**config.mk**
```make
export PLATFORM = sky130hd
export DESIGN_NAME = spi_xfer_ctrl
export DESIGN_NICKNAME = d
export VERILOG_FILES = /design/src/rtl/spi_xfer_ctrl.sv
export SDC_FILE = /design/constraint.sdc
export NUM_CORES = 1
export LEC_CHECK = 0
export CAP_MARGIN = 25
export CORE_AREA = 2 2 160 100
export DETAILED_ROUTE_END_ITERATION = 8
export DIE_AREA = 0 0 162 102
export GPL_ROUTABILITY_DRIVEN = 0
export PLACE_DENSITY_LB_ADDON = 0.08
export SLEW_MARGIN = 0
export SYNTH_ARGS = -nofsm -noshare
export SYNTH_HDL_FRONTEND = slang
export SYNTH_SLANG_ARGS = --single-unit
```
**constraint.sdc**
```tcl
create_clock -name clk -period 3.3 [get_ports clk]
set_clock_uncertainty 0.2 [all_clocks]
set_input_delay 0.33 -clock clk [delete_from_list [all_inputs] [get_ports clk]]
set_output_delay 0.33 -clock clk [all_outputs]
set_load 0.01 [all_outputs]
```
**src/rtl/spi_xfer_ctrl.sv**
```systemverilog
// spi_xfer_ctrl: byte transaction sequencer between a TX/RX FIFO pair and the SPI master.
// Optional WAIT watchdog and sticky err flag are built when `SPI_XFER_TIMEOUT_EN is defined.
//
// state  | meaning
// IDLE   | waiting for en, TX data and RX space
// LAUNCH | start pulse to the master, config and din_m already latched
// WAIT   | byte in flight, waiting for done_m (or the watchdog)
// GAP    | enforced idle time before the next launch

module spi_xfer_ctrl #(
    parameter int DEPTH   = 8,
    parameter int GAP_CYC = 4,
    parameter int TO_CYC  = 65536
) (
    input  logic        clk,
    input  logic        rst,
    input  logic        en,
    input  logic        tx_wr,
    input  logic [7:0]  tx_data,
    output logic        tx_full,
    input  logic        rx_rd,
    output logic [7:0]  rx_data,
    output logic        rx_empty,
    input  logic [15:0] cfg_dvsr,
    input  logic        cfg_cpol,
    input  logic        cfg_cpha,
    output logic        start,
    output logic [7:0]  din_m,
    output logic [15:0] dvsr,
    output logic        cpol,
    output logic        cpha,
    input  logic        done_m,
    input  logic [7:0]  dout_m,
    output logic        busy,
    output logic        err,
    input  logic        err_clr
);

    localparam int AW = $clog2(DEPTH);
    localparam int GW = (GAP_CYC > 0) ? $clog2(GAP_CYC + 1) : 1;
    localparam logic [AW:0]   FULL     = (AW + 1)'(DEPTH);
    localparam logic [AW:0]   ONE      = (AW + 1)'(1);
    localparam logic [GW-1:0] GAP_LOAD = GW'(GAP_CYC);

    typedef enum logic [1:0] {IDLE, LAUNCH, WAIT, GAP} state_t;

    state_t state, state_nxt;

    logic [7:0]    tx_mem [DEPTH];
    logic [AW-1:0] tx_wptr, tx_rptr;
    logic [AW:0]   tx_count;
    logic [7:0]    rx_mem [DEPTH];
    logic [AW-1:0] rx_wptr, rx_rptr;
    logic [AW:0]   rx_count;
    logic [AW:0]   rx_resv;
    logic [GW-1:0] gap_cnt;

    logic tx_push, tx_pop, rx_push, rx_pop;
    logic inflight, can_launch, launch, timeout;

    assign tx_full  = (tx_count == FULL);
    assign rx_empty = (rx_count == '0);
    assign rx_data  = rx_empty ? 8'h00 : rx_mem[rx_rptr];

    assign tx_push  = tx_wr && !tx_full;
    assign tx_pop   = launch;
    assign rx_pop   = rx_rd && !rx_empty;

    // Bytes already launched but not yet written back hold an RX slot.
    assign inflight   = (state == LAUNCH) || (state == WAIT);
    assign rx_resv    = rx_count + {{AW{1'b0}}, inflight};
    assign can_launch = en && (tx_count != '0) && (rx_resv < FULL);

    always_ff @(posedge clk or negedge rst) begin
        if (!rst) begin
            state <= IDLE;
            busy  <= 1'b0;
        end else begin
            state <= state_nxt;
            busy  <= (state_nxt != IDLE);
        end
    end

    always_comb begin
        state_nxt = state;
        unique case (state)
            IDLE:    if (can_launch) state_nxt = LAUNCH;
            LAUNCH:  state_nxt = WAIT;
            WAIT:    if (done_m || timeout) state_nxt = GAP;
            GAP:     if (gap_cnt == '0) state_nxt = IDLE;
            default: state_nxt = IDLE;
        endcase
    end

    always_comb begin
        start   = (state == LAUNCH);
        launch  = (state == IDLE) && can_launch;
        rx_push = (state == WAIT) && done_m;
    end

    always_ff @(posedge clk or negedge rst) begin
        if (!rst) begin
            gap_cnt <= '0;
        end else if ((state == WAIT) && (state_nxt == GAP)) begin
            gap_cnt <= GAP_LOAD;
        end else if ((state == GAP) && (gap_cnt != '0)) begin
            gap_cnt <= gap_cnt - GW'(1);
        end
    end

    always_ff @(posedge clk) begin
        if (tx_push) tx_mem[tx_wptr] <= tx_data;
        if (rx_push) rx_mem[rx_wptr] <= dout_m;
    end

    always_ff @(posedge clk or negedge rst) begin
        if (!rst) begin
            tx_wptr  <= '0;
            tx_rptr  <= '0;
            tx_count <= '0;
        end else begin
            if (tx_push) tx_wptr <= tx_wptr + AW'(1);
            if (tx_pop)  tx_rptr <= tx_rptr + AW'(1);
            unique case ({tx_push, tx_pop})
                2'b10:   tx_count <= tx_count + ONE;
                2'b01:   tx_count <= tx_count - ONE;
                default: tx_count <= tx_count;
            endcase
        end
    end

    always_ff @(posedge clk or negedge rst) begin
        if (!rst) begin
            rx_wptr  <= '0;
            rx_rptr  <= '0;
            rx_count <= '0;
        end else begin
            if (rx_push) rx_wptr <= rx_wptr + AW'(1);
            if (rx_pop)  rx_rptr <= rx_rptr + AW'(1);
            unique case ({rx_push, rx_pop})
                2'b10:   rx_count <= rx_count + ONE;
                2'b01:   rx_count <= rx_count - ONE;
                default: rx_count <= rx_count;
            endcase
        end
    end

    // Master-facing byte and config only move on the launch edge.
    always_ff @(posedge clk or negedge rst) begin
        if (!rst) begin
            din_m <= 8'h00;
            dvsr  <= 16'h0000;
            cpol  <= 1'b0;
            cpha  <= 1'b0;
        end else if (launch) begin
            din_m <= tx_mem[tx_rptr];
            dvsr  <= cfg_dvsr;
            cpol  <= cfg_cpol;
            cpha  <= cfg_cpha;
        end
    end

`ifdef SPI_XFER_TIMEOUT_EN
    localparam int TW = (TO_CYC > 1) ? $clog2(TO_CYC) : 1;
    localparam logic [TW-1:0] TO_LOAD = TW'(TO_CYC - 1);

    logic [TW-1:0] wd_cnt;

    assign timeout = (state == WAIT) && !done_m && (wd_cnt == '0);

    always_ff @(posedge clk or negedge rst) begin
        if (!rst) begin
            wd_cnt <= '0;
        end else if (state == LAUNCH) begin
            wd_cnt <= TO_LOAD;
        end else if ((state == WAIT) && (wd_cnt != '0)) begin
            wd_cnt <= wd_cnt - TW'(1);
        end
    end

    // A new timeout wins over a simultaneous clear.
    always_ff @(posedge clk or negedge rst) begin
        if (!rst) begin
            err <= 1'b0;
        end else if (timeout) begin
            err <= 1'b1;
        end else if (err_clr) begin
            err <= 1'b0;
        end
    end
`else
    localparam int unused_to_cyc = TO_CYC;
    logic unused_err_clr;

    assign unused_err_clr = err_clr;
    assign timeout        = 1'b0;
    assign err            = 1'b0;
`endif

endmodule

```
* Word-level counts from Yosys, hierarchy flattened *
Memory sizes are Yosys's and may differ from the RTL's. A register that Yosys moved wholly into a read port is not among the register bits.
Cells that the tools add are included.

storage, ports and cells
  memories = 2
  bits in read-only memories = 0
  bits in latches = 0
  register bits after elaboration = 44
  bits in writable memories = 128
  word-level logic and storage cells = 68
  input bits = 41

memory list
  name    words  width  rd ports  clocked after Yosys merged registers in  write ports  RTL line  text
  rx_mem  8      8      1         0                                        1            52        logic [7:0] rx_mem [DEPTH];
  tx_mem  8      8      1         1                                        1            49        logic [7:0] tx_mem [DEPTH];

cells by class
  $mul = 0
  divide/modulo/power cells = 0
  equal/unequal tests = 9
  add/sub/neg operators = 10
  reduce and logical (&&, ||, !) cells = 21
  magnitude comparators = 1
  muxes and demuxes = 13
  bitwise operators = 0
  shifts and indexed selects = 0

operator list
  kind                 number
  $pmux 4 s2           2
  $add 3x1->3 const B  4
  $eq 2x2->1 const B   5
  $add 4x1->4 const B  2
  $logic_and 1x1->1    8
  $mux 8               1
  $pmux 2 s4           1
  $reduce_bool 2->1    4
  $sub 4x1->4 const B  2
  $eq 2x1->1 const B   3
  $mux 2               3
  $mux 3               2
  $add 4x1->4          1
  $eq 4x4->1 const B   1
  $logic_not 4->1      1
  $lt 4x4->1 const B   1
  $mux 1               4
  $reduce_bool 4->1    1
  $logic_not 1->1      3
  $logic_not 3->1      1
  $reduce_bool 3->1    1
  $sub 3x1->3 const B  1
  $logic_not 2->1      1
  $logic_or 1x1->1     1

* Depth between registers and ports, before layout *
Gate-level depths: netlist of run 1.

  word-level depth = 10
  mapped depth = 13

* Least setup slack after synthesis of run 1 *
OpenSTA, ideal clock, no wires.

  path type = reg-to-reg
  from = register rx_count[0]
  to = register rx_count[3]
  cell stages (with the launch flop) = 9
  library setup time = 0.126 ns
  path slack = 0.217 ns
  arrival = 2.756 ns
  data required time = 2.974 ns
  cells stage by stage = dfrtp_1 > nor4_2 > nor2b_2 > ha_1 > ha_1 > a21o_1 > a2111oi_0 > a41oi_1 > a311o_1

between the ends
  word-level cells in the longest chain between the ends = 5
  elaborated cells between the ends (all ways) = 9
  classes of those cells = add/sub (2); eq/ne (2); mux (1); reduce/logical (4)

RTL lines
  element                                                 RTL line  text
  start, declared                                         54        logic [AW:0] rx_count;
  start signal, assigned                                  141       2'b10: rx_count <= rx_count + ONE;
  start signal, assigned                                  142       2'b01: rx_count <= rx_count - ONE;
  start signal, assigned                                  143       default: rx_count <= rx_count;
  $logic_not 4->1 *                                       62        assign rx_empty = (rx_count == '0);
  net rx_empty                                            23        output logic rx_empty,
  $logic_not 1->1 *                                       67        assign rx_pop = rx_rd && !rx_empty;
  $logic_and 1x1->1 *                                     67
  net rx_pop                                              58        logic tx_push, tx_pop, rx_push, rx_pop;
  $eq 2x1->1 / $eq 2x2->1 (equally long branches)         140       unique case ({rx_push, rx_pop})
  $pmux 4 s2 / $reduce_bool 2->1 (equally long branches)  n/a

The timed path passes the listed nets; every way through them passes the cells marked *.
A chain may end at the register's enable or synchronous reset.

* Worst setup path after layout of run 1 *
  from = register state[0]
  to = register tx_count[3]

between the ends
  word-level cells in the longest chain between the ends = 8
  elaborated cells between the ends (all ways) = 12
  classes of those cells = add/sub (1); order compare (1); eq/ne (4); mux (1); reduce/logical (5)

RTL lines
  element                                                 RTL line  text
  start, declared                                         47        state_t state, state_nxt;
  start signal, assigned                                  79        state <= state_nxt;
  $eq 2x1->1 / $eq 2x2->1 (equally long branches)         70        assign inflight = (state == LAUNCH) || (state == WAIT);
  $logic_or 1x1->1                                        70
  $add 4x1->4                                             71        assign rx_resv = rx_count + {{AW{1'b0}}, inflight};
  $lt 4x4->1                                              72        assign can_launch = en && (tx_count != '0) && (rx_resv < FULL);
  $logic_and 1x1->1                                       72
  $logic_and 1x1->1 *                                     97        launch = (state == IDLE) && can_launch;
  $eq 2x1->1 / $eq 2x2->1 (equally long branches)         124       unique case ({tx_push, tx_pop})
  $pmux 4 s2 / $reduce_bool 2->1 (equally long branches)  n/a
  end signal, assigned                                    125       2'b10: tx_count <= tx_count + ONE;
  end signal, assigned                                    126       2'b01: tx_count <= tx_count - ONE;
  end signal, assigned                                    127       default: tx_count <= tx_count;
  end, declared                                           51        logic [AW:0] tx_count;

Every way passes the cells marked *; elsewhere a longest branch is shown, timed or not.

==> flow_metrics.py, run 1 <==
metrics = {
    "layout": {
        "diodes": 0,
        "area_growth_pct": 22.0,
        "fin_cells": 735,
        "drive_above_1_share_pct": 22.9,
        "fin_nets": 580,
        "n_fill_cell": 1079,
    },
    "power": {
        "ir_worst_vdd_mv": 0.377,
        "leakage_nw": 3.37,
        "power_density_nw_per_um2": 880,
        "p_total_w": 0.00808,
    },
    "cts": {
        "cts_made_buffers": 17,
        "cts_htree_levels": 4,
        "cts_tree": "built",
        "cts_sinks": 180,
        "clk_pin_slew_ps": 70,
        "clock-root-buffer": "clkbuf_16",
        "insertion_delay_ps": 410,
        "cts.path.max_buffers": 2,
    },
    "global_routing": {
        "grt_pass1_wl_mm": 22.3,
        "antenna_found_initial": 0,
        "grt_overflow": 0,
        "grt_usage_pct": 18.4,
        "grt_max_degree": 37,
        "grt_pass1_vias": 4093,
    },
    "sta": {
        "hold_violations": 0,
        "maxSlewHeadroom_pct": 42.5,
        "setup_viol": 0,
        "fmaxAchievable_mhz": 325,
        "worstMarginPinSlew_ps": 862,
        "timing.final.ws_setup_ps": 224,
        "finalCriticalPeriod_ps": 3080,
        "finalHoldWorstSlack_ps": 305,
        "slew_violations": 0,
        "tns_ps": 0,
        "fin_crit_sh_pct": 93.2,
        "rsz0062_at_grt": "no",
    },
    "synth": {
        "yosys-top-cells-count": "edfxtp_1, dfrtp_1, mux2_2, mux4_2, ha_1",
        "netlist_area_um2": 7530,
        "yosys.area_share.simple_pct": 4.41,
        "synth_xor_area_share_pct": 1.51,
        "synth.most_common_cell": "edfxtp_1",
        "yosys.area.top_type": "edfxtp_1",
        "synthMuxAreaShare_pct": 17.6,
        "yosys-top-cells-area": "edfxtp_1, dfrtp_1, mux4_2, mux2_2, mux4_1",
        "synth_edf_count": 128,
        "synth_top_family_by_area": "multiplexers",
        "yosys.area.top_type_share_pct": 51.1,
        "syn_avg_cell_area_um2": 18.0,
        "synth_seq_cells": 180,
        "synth_cell_types": 48,
        "async_flop_share_pct": 28.9,
        "synth_warnings": 0,
        "seq_area_frac_synth_pct": 68.4,
        "synth_compound_gate_area_share_pct": 2.18,
        "synth_fa_ha_area_share_pct": 3.52,
        "synth_nets": 478,
        "syn_inst": 417,
        "yosys_most_used_dff": "edfxtp_1",
    },
    "setup_path": {
        "path_cells": "inv_1, ha_1, nand4_1, xor2_1, and3_2, ha_2, ha_1, a21oi_1, o21ai_0, o311ai_0",
        "crit_path_top_delay_cell": "dfrtp_1",
        "worst_path_largest_cell_delay_ps": 440,
        "crit_start": "state[0]$_DFF_PN0_",
        "worstSetupPathType": "flop to flop",
        "worstReg2RegEnd": "tx_count[3]$_DFFE_PN0P_",
        "crit_path_end_kind": "flop",
        "r2r_slack_ps": 220,
        "critPathArrivalTime_ps": 3160,
        "required_ps": 3390,
        "r2r_start": "state[0]$_DFF_PN0_",
        "reg2regPathDepth": 10,
        "cp-start-kind": "flop",
        "endpoint": "tx_count[3]$_DFFE_PN0P_",
        "critPathMaxFanout": 8,
        "cpMostUsedCell": "ha_1",
    },
    "drt": {
        "dr.pass1.iters": 4,
        "num_vias": 3951,
        "ant_nets": 0,
        "post_drt_wl_per_cell_um": 19.2,
        "drt_iter0_drc": 236,
        "drt-total-wl_mm": 14.1,
        "drc": 0,
        "vias_per_cell": 5.38,
    },
    "placed_design": {
        "portBuffers": 77,
        "hpwl_mm": 9.41,
        "placed_cells": 702,
        "dp_slack_ps": 159,
    },
    "floorplanning": {
        "dieArea_um2": 16500,
        "core_um2": 15000,
        "dieHeight_um": 102,
        "rows": 35,
        "start_util_pct": 50.3,
        "die_x_um": 162,
        "ios": 80,
    },
    "run_status": {
        "status": "finished, final reports clean",
    },
    "job": {
        "timing.max_cap.violations": 0,
    },
    "worst_hold_path": {
        "hold_path_class": "flop to flop",
    },
}
## routing by layer
metal  up-vias  global-route usage [%]  wire (um)
li1       1820                       -          -
met1      2020                    27.9       6940
met2       104                    27.0       6260
met3         7                    4.42        831
met4         0                    4.49         80
met5         -                       0          0
## layout by cell type, fill, tap and decap left out, types with 4 or more instances in the layout
cell type / count
edfxtp_1: 128
clkdlybuf4s50_1: 76
dfrtp_1: 52
mux2_2: 30
buf_4: 23
mux4_2: 22
nor2_1: 17
ha_1: 17
clkbuf_16: 17
inv_1: 16
nand2_1: 13
mux4_1: 10
mux2i_1: 9
mux2_4: 9
o21ai_0: 8
nor3_1: 7
xnor2_1: 7
inv_6: 7
xor2_1: 6
a21oi_1: 6
nand3_1: 4
## metrics by stage
stage	util (%)	instance area, um^2
6_report	61.3	9180
3_5_place_dp	57.4	8600
2_1_floorplan	-	7530
3_3_place_gp	57.4	8600
4_1_cts	61.3	9180
5_1_grt	61.3	9180
## worst min-delay path by stage
stage / startpoint / to / slack, ps / cells past startpoint
final: dvsr[0]$_DFFE_PN0P_ / dvsr[0]$_DFFE_PN0P_ / 310 / 1
after global routing: cfg_dvsr[2] / dvsr[2]$_DFFE_PN0P_ / 310 / 2
after CTS: cfg_dvsr[9] / dvsr[9]$_DFFE_PN0P_ / 310 / 2
after detailed placement: din_m[4]$_DFFE_PN0P_ / din_m[4]$_DFFE_PN0P_ / 290 / 1
after global placement: rst / tx_count[0]$_DFFE_PN0P_ / 290 / 1
after floorplan: rst / busy$_DFF_PN0_ / -170 / 0
## timing repair
| item | CTS | global route |
|---|---|---|
| endpoints found under the setup margin | 0 | 1 |
| resized for setup | 0 | 1 |
| hold buffers | 1 | 0 |
| endpoints found under the hold margin | 35 | 0 |
| setup buffers | 0 | 0 |
## area by class of cell
class | instances | area, um^2 | area share (%)
Tap cell | 203 | 254 | 2.77
Timing Repair Buffer | 101 | 948 | 10.3
Clock inverter | 14 | 133 | 1.44
Clock buffer | 18 | 439 | 4.78
Multi-Input combinational cell | 203 | 2200 | 24.0
Sequential cell | 180 | 5140 | 56.0
Inverter | 16 | 60.1 | 0.654
## state kept, by name (all words and copies together) (netlist names), 4 cells and up
signal and cells:
rx_count 4, rx_mem 64, din_m 8, tx_count 4, tx_mem 64, dvsr 16
## worst max-delay path: cells and delay by family (launching register included)
family	cells	cell delay (ps)
DFF	1	440
xor gates and xnor gates	1	280
AOI/OAI and AO/OA	3	710
and+or+nand+nor	2	360
adders and majority gates	3	820
buffers and inverters	1	130
## cells by family (layout without fill, tap and decap cells)
logic type	count (synthesis)	in the layout
adders and majority gates	20	20
AOI/OAI and AO/OA	25	25
buffers and inverters	34	149
and+or+nand+nor	64	64
muxes	80	80
xor gates and xnor gates	13	13
DFF	180	180
other	1	1
## where the power goes
| group | internal (W) | switching, W |
|---|---|---|
| registers | 0.00291 | 0.000441 |
| clock network | 0.00102 | 0.000898 |
| logic | 0.00163 | 0.00118 |
Note: power is estimated with default switching activity, not from simulation.
==> run 2: changes to the inputs <==
--- a/config.mk
+++ b/config.mk
@@ -6,11 +6,12 @@
 export NUM_CORES = 1
 export LEC_CHECK = 0
 export CAP_MARGIN = 25
-export CORE_AREA = 2 2 160 100
+export CORE_AREA = 10 10 165 106
+export CTS_BUF_LIST = sky130_fd_sc_hd__clkbuf_2
 export DETAILED_ROUTE_END_ITERATION = 8
-export DIE_AREA = 0 0 162 102
+export DIE_AREA = 0 0 175 116
 export GPL_ROUTABILITY_DRIVEN = 0
-export PLACE_DENSITY_LB_ADDON = 0.08
+export PLACE_DENSITY = 0.8
 export SLEW_MARGIN = 0
 export SYNTH_ARGS = -nofsm -noshare
 export SYNTH_HDL_FRONTEND = slang
==> run 2 against run 1 <==
Effect of this change:
- wire length increased by 4.9%
- count of clock-buffer cells in the layout unchanged
- global-route usage shrank 3.1 points
- largest power group unchanged
==> flow_metrics.py, run 2 (same netlist as run 1, synthesis figures left out) <==
metrics = {
    "placed_design": {
        "portBuffers": 77,
        "hpwl_mm": 9.95,
        "placed_cells": 696,
    },
    "setup_path": {
        "worstReg2RegEnd": "tx_count[3]$_DFFE_PN0P_",
        "crit_path_end_kind": "primary output",
        "worstSetupPathType": "flop to primary output",
        "reg2regPathDepth": 10,
        "critPathArrivalTime_ps": 2570,
        "r2r_slack_ps": 270,
        "path_cells": "buf_12, mux4_2, mux2i_1, nor2_1, clkdlybuf4s50_1",
        "r2r_start": "state[0]$_DFF_PN0_",
        "worst_path_largest_cell_delay_ps": 520,
        "critPathMaxFanout": 18,
        "cp-start-kind": "flop",
        "required_ps": 2770,
        "crit_path_top_delay_cell": "mux4_2",
    },
    "sta": {
        "fin_crit_sh_pct": 94.1,
        "maxSlewHeadroom_pct": 48.6,
        "hold_violations": 0,
        "slew_violations": 0,
        "finalHoldWorstSlack_ps": 89.7,
        "setup_viol": 0,
        "fmaxAchievable_mhz": 322,
        "worstMarginPinSlew_ps": 770,
        "finalCriticalPeriod_ps": 3100,
    },
    "power": {
        "power_density_nw_per_um2": 817,
        "ir_worst_vdd_mv": 0.425,
        "leakage_nw": 3.35,
        "seqPwrFrac_pct": 45.0,
        "p_int_w": 0.00500,
        "power.switching_w": 0.00243,
        "clkPwrFrac_pct": 16.2,
        "swShare_pct": 32.7,
        "share_comb_of_total_power_pct": 38.8,
    },
    "cts": {
        "cts.path.max_buffers": 2,
        "cts_made_buffers": 17,
        "cts_htree_levels": 4,
        "clk_pin_slew_ps": 270,
        "cts_sinks": 180,
        "cts_tree": "built",
        "clock-root-buffer": "clkbuf_2",
        "insertion_delay_ps": 690,
        "postCtsSetupRepairBufs": 0,
    },
    "drt": {
        "drc": 0,
        "vias_per_cell": 5.44,
        "dr.pass1.iters": 4,
        "drt-total-wl_mm": 14.8,
        "num_vias": 4080,
        "drt_iter0_drc": 326,
        "post_drt_wl_per_cell_um": 19.7,
        "ant_nets": 0,
    },
    "worst_hold_path": {
        "worstHoldStart": "dout_m[4]",
        "hold_path_depth": 1,
        "hold_path_class": "input port to flop",
        "min_to": "rx_mem[0][4]$_DFFE_PP_",
    },
    "layout": {
        "multi_input_area_um2": 2200,
        "ff_latch_area_um2": 5150,
        "final_common_cell": "edfxtp_1",
        "fin_nets": 599,
        "n_fill_cell": 1022,
        "area_growth_pct": 20.8,
        "drive_above_1_share_pct": 22.1,
        "reg_top3": "rx_mem (64), tx_mem (64), dvsr (16)",
        "fin_cells": 750,
        "mostFrequentLayoutCells": "edfxtp_1, clkdlybuf4s50_1, dfrtp_1",
    },
    "global_routing": {
        "grt_overflow": 0,
        "use_met1_pct": 19.6,
        "grt_max_degree": 44,
        "grt_usage_pct": 15.2,
        "grt_busiest_layer": "met2",
        "grt_pass1_wl_mm": 23.7,
        "met2_usage_pct": 24.7,
        "antenna_found_initial": 1,
        "gr-usage-met3_pct": 4.74,
        "grt_pass1_vias": 4472,
    },
    "floorplanning": {
        "ios": 80,
        "dieArea_um2": 20300,
        "start_util_pct": 52.7,
        "rows": 34,
        "dieHeight_um": 116,
        "core_um2": 14300,
        "die_x_um": 175,
    },
    "run_status": {
        "status": "finished, final reports clean",
    },
    "job": {
        "timing.max_cap.violations": 0,
    },
}
[run 2: cell types whose count changed in the layout (fill, tap and decap cells not counted), sizes merged, moves of 2 or more]
cell	before	now
dlygate4sd3	1	20
inv	26	22
bufinv	0	3
clkinv	3	5
[run 2: how the worst max path moves through the flow]
| stage | cells past startpoint | from | slack [ps] | to |
|---|---|---|---|---|
| 6_report | 5 | rx_rptr[0]$_DFFE_PN0P_ | 200 | rx_data[2] |
| 5_1_grt | 5 | rx_rptr[0]$_DFFE_PN0P_ | -6 | rx_data[3] |
| 2_1_floorplan | 8 | rx_count[0]$_DFFE_PN0P_ | 220 | rx_count[3]$_DFFE_PN0P_ |
| 3_5_place_dp | 10 | state[0]$_DFF_PN0_ | 260 | tx_count[3]$_DFFE_PN0P_ |
| 4_1_cts | 5 | rx_rptr[0]$_DFFE_PN0P_ | 50 | rx_data[5] |
| 3_3_place_gp | 10 | state[0]$_DFF_PN0_ | 410 | tx_count[3]$_DFFE_PN0P_ |
[run 2: worst max-delay path: cells and delay by family, from the launching register on]
| kind | cells | cell delay [ps] |
|---|---|---|
| DFF | 1 | 440 |
| muxes | 2 | 700 |
| buffers and inverters | 2 | 680 |
| and+or+nand+nor | 1 | 60 |
[run 2: metrics by stage]
stage	util (%)	area (um^2)	power, W	setup WS (ps)	setup TNS [ps]
2_1_floorplan	-	7530	0.00516	217	0
3_3_place_gp	60.1	8580	0.00609	412	0
3_5_place_dp	60.1	8580	0.00626	259	0
4_1_cts	63.3	9040	0.00748	52.2	0
5_1_grt	63.6	9090	0.00790	-5.55	-5.55
6_report	63.6	9090	0.00742	195	0
[run 2: cell type report]
type,count,area share [%]
Inverter,16,0.661
Sequential cell,180,56.6
Timing Repair Buffer,120,12.8
Tap cell,198,2.73
Clock inverter,14,1.91
Multi-Input combinational cell,203,24.2
Antenna cell,1,0.0275
Clock buffer,18,0.991
[run 2: metal layers]
layer / up-vias / wire length (um)
met5: - / 0
met4: 0 / 157
met3: 12 / 962
met2: 124 / 7180
met1: 2087 / 6500
li1: 1857 / -
[run 2: timing repair]
| action | in CTS | in global routing |
|---|---|---|
| setup endpoints to repair | 8 | 9 |
| pin swaps | 0 | 0 |
| hold endpoints to repair | 60 | 7 |
| resized for setup | 2 | 4 |
| hold buffers | 19 | 1 |
| cloned | 0 | 0 |
[run 2: power groups by stage]
stage | Combinational [W] | Clock (W) | Sequential, W
2_1_floorplan | 0.00190 | 0 | 0.00325
3_3_place_gp | 0.00274 | 0 | 0.00335
3_5_place_dp | 0.00286 | 0 | 0.00339
4_1_cts | 0.00290 | 0.00124 | 0.00334
5_1_grt | 0.00316 | 0.00133 | 0.00341
6_report | 0.00288 | 0.00120 | 0.00334
==> RTL change 1: new RTL, settings of run 1 <==
The option `SPI_XFER_TIMEOUT_EN` is turned on by a define.
--- a/src/rtl/spi_xfer_ctrl.sv
+++ b/src/rtl/spi_xfer_ctrl.sv
@@ -6,6 +6,8 @@
 // LAUNCH | start pulse to the master, config and din_m already latched
 // WAIT   | byte in flight, waiting for done_m (or the watchdog)
 // GAP    | enforced idle time before the next launch
+
+`define SPI_XFER_TIMEOUT_EN
 
 module spi_xfer_ctrl #(
     parameter int DEPTH   = 8,
Check against the original RTL: same outputs for any inputs over 10 cycles, from zero or initial values and one cycle with rst low; that may be too few to reach the edited logic, so the function may still have changed.
==> RTL change 1 against run 1 <==
  * Power up 5.1%
  * Sequential cell count grew 17
  * Design area increased by 9.1%
  * Register-to-register slack better by 0.21 ns
  * First-iteration DRC count grew 32%
  * Synthesized area rose by 9.8%
  * Routed wire length up 9.0%
  * Setup slack improved by 0.059 ns
  * Count of clock-buffer cells in the layout unchanged
  * Critical path type is now flop to output port
  * Largest power group unchanged
  * Highest routed layer unchanged
==> RTL change 1: results <==
finish:
  stdcell_count: 830
  drive_above_1_share: 0.188
  nets: 675
  reg.largest.list: "rx_mem (64), tx_mem (64)"
setup_path:
  cp_slowest_cell: "dfrtp_1"
  arrival_ns: 2.49
  crit_family: "flip-flops"
  path_max_fanout: 18
  critPathMaxStageDelay_ns: 0.87
  reg2regPathDepth: 13
  r2r_slack_ns: 0.43
status:
  run_status: "completed"
global_routing:
  grt_use_met3: 0.0455
  grt_usage: 0.199
  grt_util_met2: 0.321
  grt_pass1_wl_mm: 24.6
  use_met1: 0.278
  grt_start_max_net_pins: 70
  grt_pass1_vias: 4712
synth:
  yosys-mux-area-fraction: 0.137
  synth_common_cells: "128 x edfxtp_1, 69 x dfrtp_1, 32 x mux4_2, 27 x nor2_1, 25 x nand2_1"
  synthTopCellsByArea: "edfxtp_1 47%, dfrtp_1 21%, mux4_2 8.7%"
  async_reset_ff_frac: 0.350
  yosysSeqAreaShare: 0.674
  synth_compound_area_frac: 0.0353
  syn_avg_cell_area_sq_um: 16.1
  synth-xor-area-share: 0.0329
  synth_nets: 573
  synth_fa_ha_area_frac: 0.0312
power:
  ir_drop_mv: 0.448
  leakage_nw: 3.65
detailed_routing:
  drt-met1-wl_mm: 7.16
  vias: 4510
  drt-initial-drc-count: 311
  dr_wl_met3_um: 766
  wl_per_cell_um: 18.5
  met2WireLength_mm: 7.36
clock_network:
  cts_made_buffers: 17
sta:
  setup_viol: 0
  hold_ws_ns: 0.282
  slew_headroom: 0.387
placed_design:
  port_buffers: 79
  placedCellCount: 797
  dp_hpwl_mm: 10.1
[RTL change 1: power breakdown]
| part | total (mW) | switching, mW | leakage (nW) | internal [mW] |
|---|---|---|---|---|
| combinational | 2.84 | 1.25 | 1.41 | 1.59 |
| sequential | 3.59 | 0.454 | 1.94 | 3.13 |
| clock | 2.06 | 1.02 | 0.293 | 1.04 |
[RTL change 1: kinds of logic after synthesis]
logic type,count (synthesis)
AND/OR/NAND/NOR,113
XOR/XNOR,31
adder cells (fa/ha/maj),20
multiplexers,70
flip-flops,197
AO/OA/AOI/OAI,42
buffers and inverters,39
[RTL change 1: path summary, 6_finish.rpt]
check | end | startpoint
max | rx_data[2] | rx_rptr[1]$_DFFE_PN0P_
min | tx_rptr[0]$_DFFE_PN0P_ | tx_rptr[0]$_DFFE_PN0P_
max reg2reg | tx_count[2]$_DFFE_PN0P_ | state[0]$_DFF_PN0_
min reg2reg | tx_rptr[0]$_DFFE_PN0P_ | tx_rptr[0]$_DFFE_PN0P_
max in group asynchronous | din_m[4]$_DFFE_PN0P_ | rst
min in group asynchronous | dvsr[15]$_DFFE_PN0P_ | rst
[RTL change 1: final cells by class]
class	count	area [sq um]
Multi-Input combinational cell	276	2540
Tap cell	203	254
Sequential cell	197	5570
Inverter	18	67.6
Clock inverter	14	175
Fill cell	1084	4960
Timing Repair Buffer	104	978
Clock buffer	18	429
[RTL change 1: metrics by stage]
stage | utilization | instance area [sq um] | worst slack (ns)
after global routing | 0.669 | 10000 | 0.165
final | 0.669 | 10000 | 0.283
after detailed placement | 0.628 | 9400 | 0.481
after CTS | 0.669 | 10000 | 0.248
after floorplan | - | 8260 | 0.0493
after global placement | 0.628 | 9400 | 0.573
==> RTL change 2: new RTL, flow settings as in run 1 <==
Without the edit above. Re-encode `state_t` (4 states) as one-hot, 4 bits wide.
--- a/src/rtl/spi_xfer_ctrl.sv
+++ b/src/rtl/spi_xfer_ctrl.sv
@@ -42,7 +42,7 @@
     localparam logic [AW:0]   ONE      = (AW + 1)'(1);
     localparam logic [GW-1:0] GAP_LOAD = GW'(GAP_CYC);
 
-    typedef enum logic [1:0] {IDLE, LAUNCH, WAIT, GAP} state_t;
+    typedef enum logic [3:0] {IDLE = 4'b0001, LAUNCH = 4'b0010, WAIT = 4'b0100, GAP = 4'b1000} state_t;
 
     state_t state, state_nxt;
 
Formal check against the unedited RTL: same outputs for any inputs over 10 cycles, from zero or initial values and one cycle with rst low; not proved beyond that.
==> RTL change 2 against run 1 <==
  * Power fell by 5.7%
  * Register-to-register slack improved by 0.26 ns
  * Global-route usage rose by 0.11 points
  * Die area did not move
  * Maximum frequency rose by 3.0%
  * Sequential cell count rose by 2
  * Design area fell by 1.9%
  * Combinational power fell by 17%
  * Critical path depth fell by 6
  * Synthesized area fell by 2.6%
  * Routed wire length rose by 0.16%
  * Setup slack improved by 0.089 ns
  * Largest cell class unchanged
==> RTL change 2: results <==
status:
  run_status: "completed"
finish:
  drive_above_1_share: 0.166
  clock_buffer_count: 20
  comb.multi_input.count: 235
  inv_count: 13
  num-fill-cells: 1160
  final-nonclk-buf-share: 0.108
  clk_share: 0.0629
  num-nonclk-buffers: 103
synth:
  synth-xor-area-share: 0.0191
  synth_fa_ha_area_frac: 0.0259
  synth_seq_cells: 182
  synthTopCellsByArea: "edfxtp_1 52%, dfrtp_1 18%, mux4_2 9.8%"
  synth.distinct_cells: 40
  yosysSeqAreaShare: 0.709
detailed_routing:
  dr_wl_met3_um: 982
  drt-met1-wl_mm: 7.04
  drt-initial-drc-count: 288
  wirelength_mm: 14.1
  vias: 3894
global_routing:
  grt_usage: 0.185
  grt_start_max_net_pins: 44
  grt_pass1_wl_mm: 22.2
  grt_util_met2: 0.265
  grt_pass1_vias: 4089
setup_path:
  critPathMaxStageDelay_ns: 0.89
  arrival_ns: 2.46
  crit_family: "flip-flops"
placed_design:
  dp_hpwl_mm: 9.64
  post-place-ws_ns: 0.306
power:
  leakage_nw: 3.41
  pwr-share-seq: 0.437
  intPower_mw: 5.29
  ir_drop_mv: 0.386
sta:
  slew_headroom: 0.441
## RTL change 2: through the flow
stage               std cells  power [mW]  instance area, sq um  hold slack, ns   util
finish                    768        7.62                  9010          0.0586  0.602
floorplan                 450        4.77                  7330          -0.166      -
CTS                       767        7.72                  8990           0.222  0.600
global placement          734        5.68                  8420           0.257  0.562
detailed placement        734        5.77                  8420           0.267  0.562
global route              768        8.06                  9010          0.0693  0.602
## RTL change 2: worst paths after layout
check | start | to | slack (ns) | cells after the start
min in group clk | cfg_cpol | cpol$_DFFE_PN0P_ | 0.23 | 3
setup / recovery | rx_rptr[1]$_DFFE_PN0P_ | rx_data[3] | 0.31 | 4
hold reg to reg | din_m[1]$_DFFE_PN0P_ | din_m[1]$_DFFE_PN0P_ | 0.28 | 2
setup reg to reg | state[0]$_DFF_PN1_ | tx_count[3]$_DFFE_PN0P_ | 0.48 | 9
hold / removal | rst | dvsr[13]$_DFFE_PN0P_ | 0.06 | 2
max in group asynchronous | rst | tx_count[1]$_DFFE_PN0P_ | 2.16 | 4
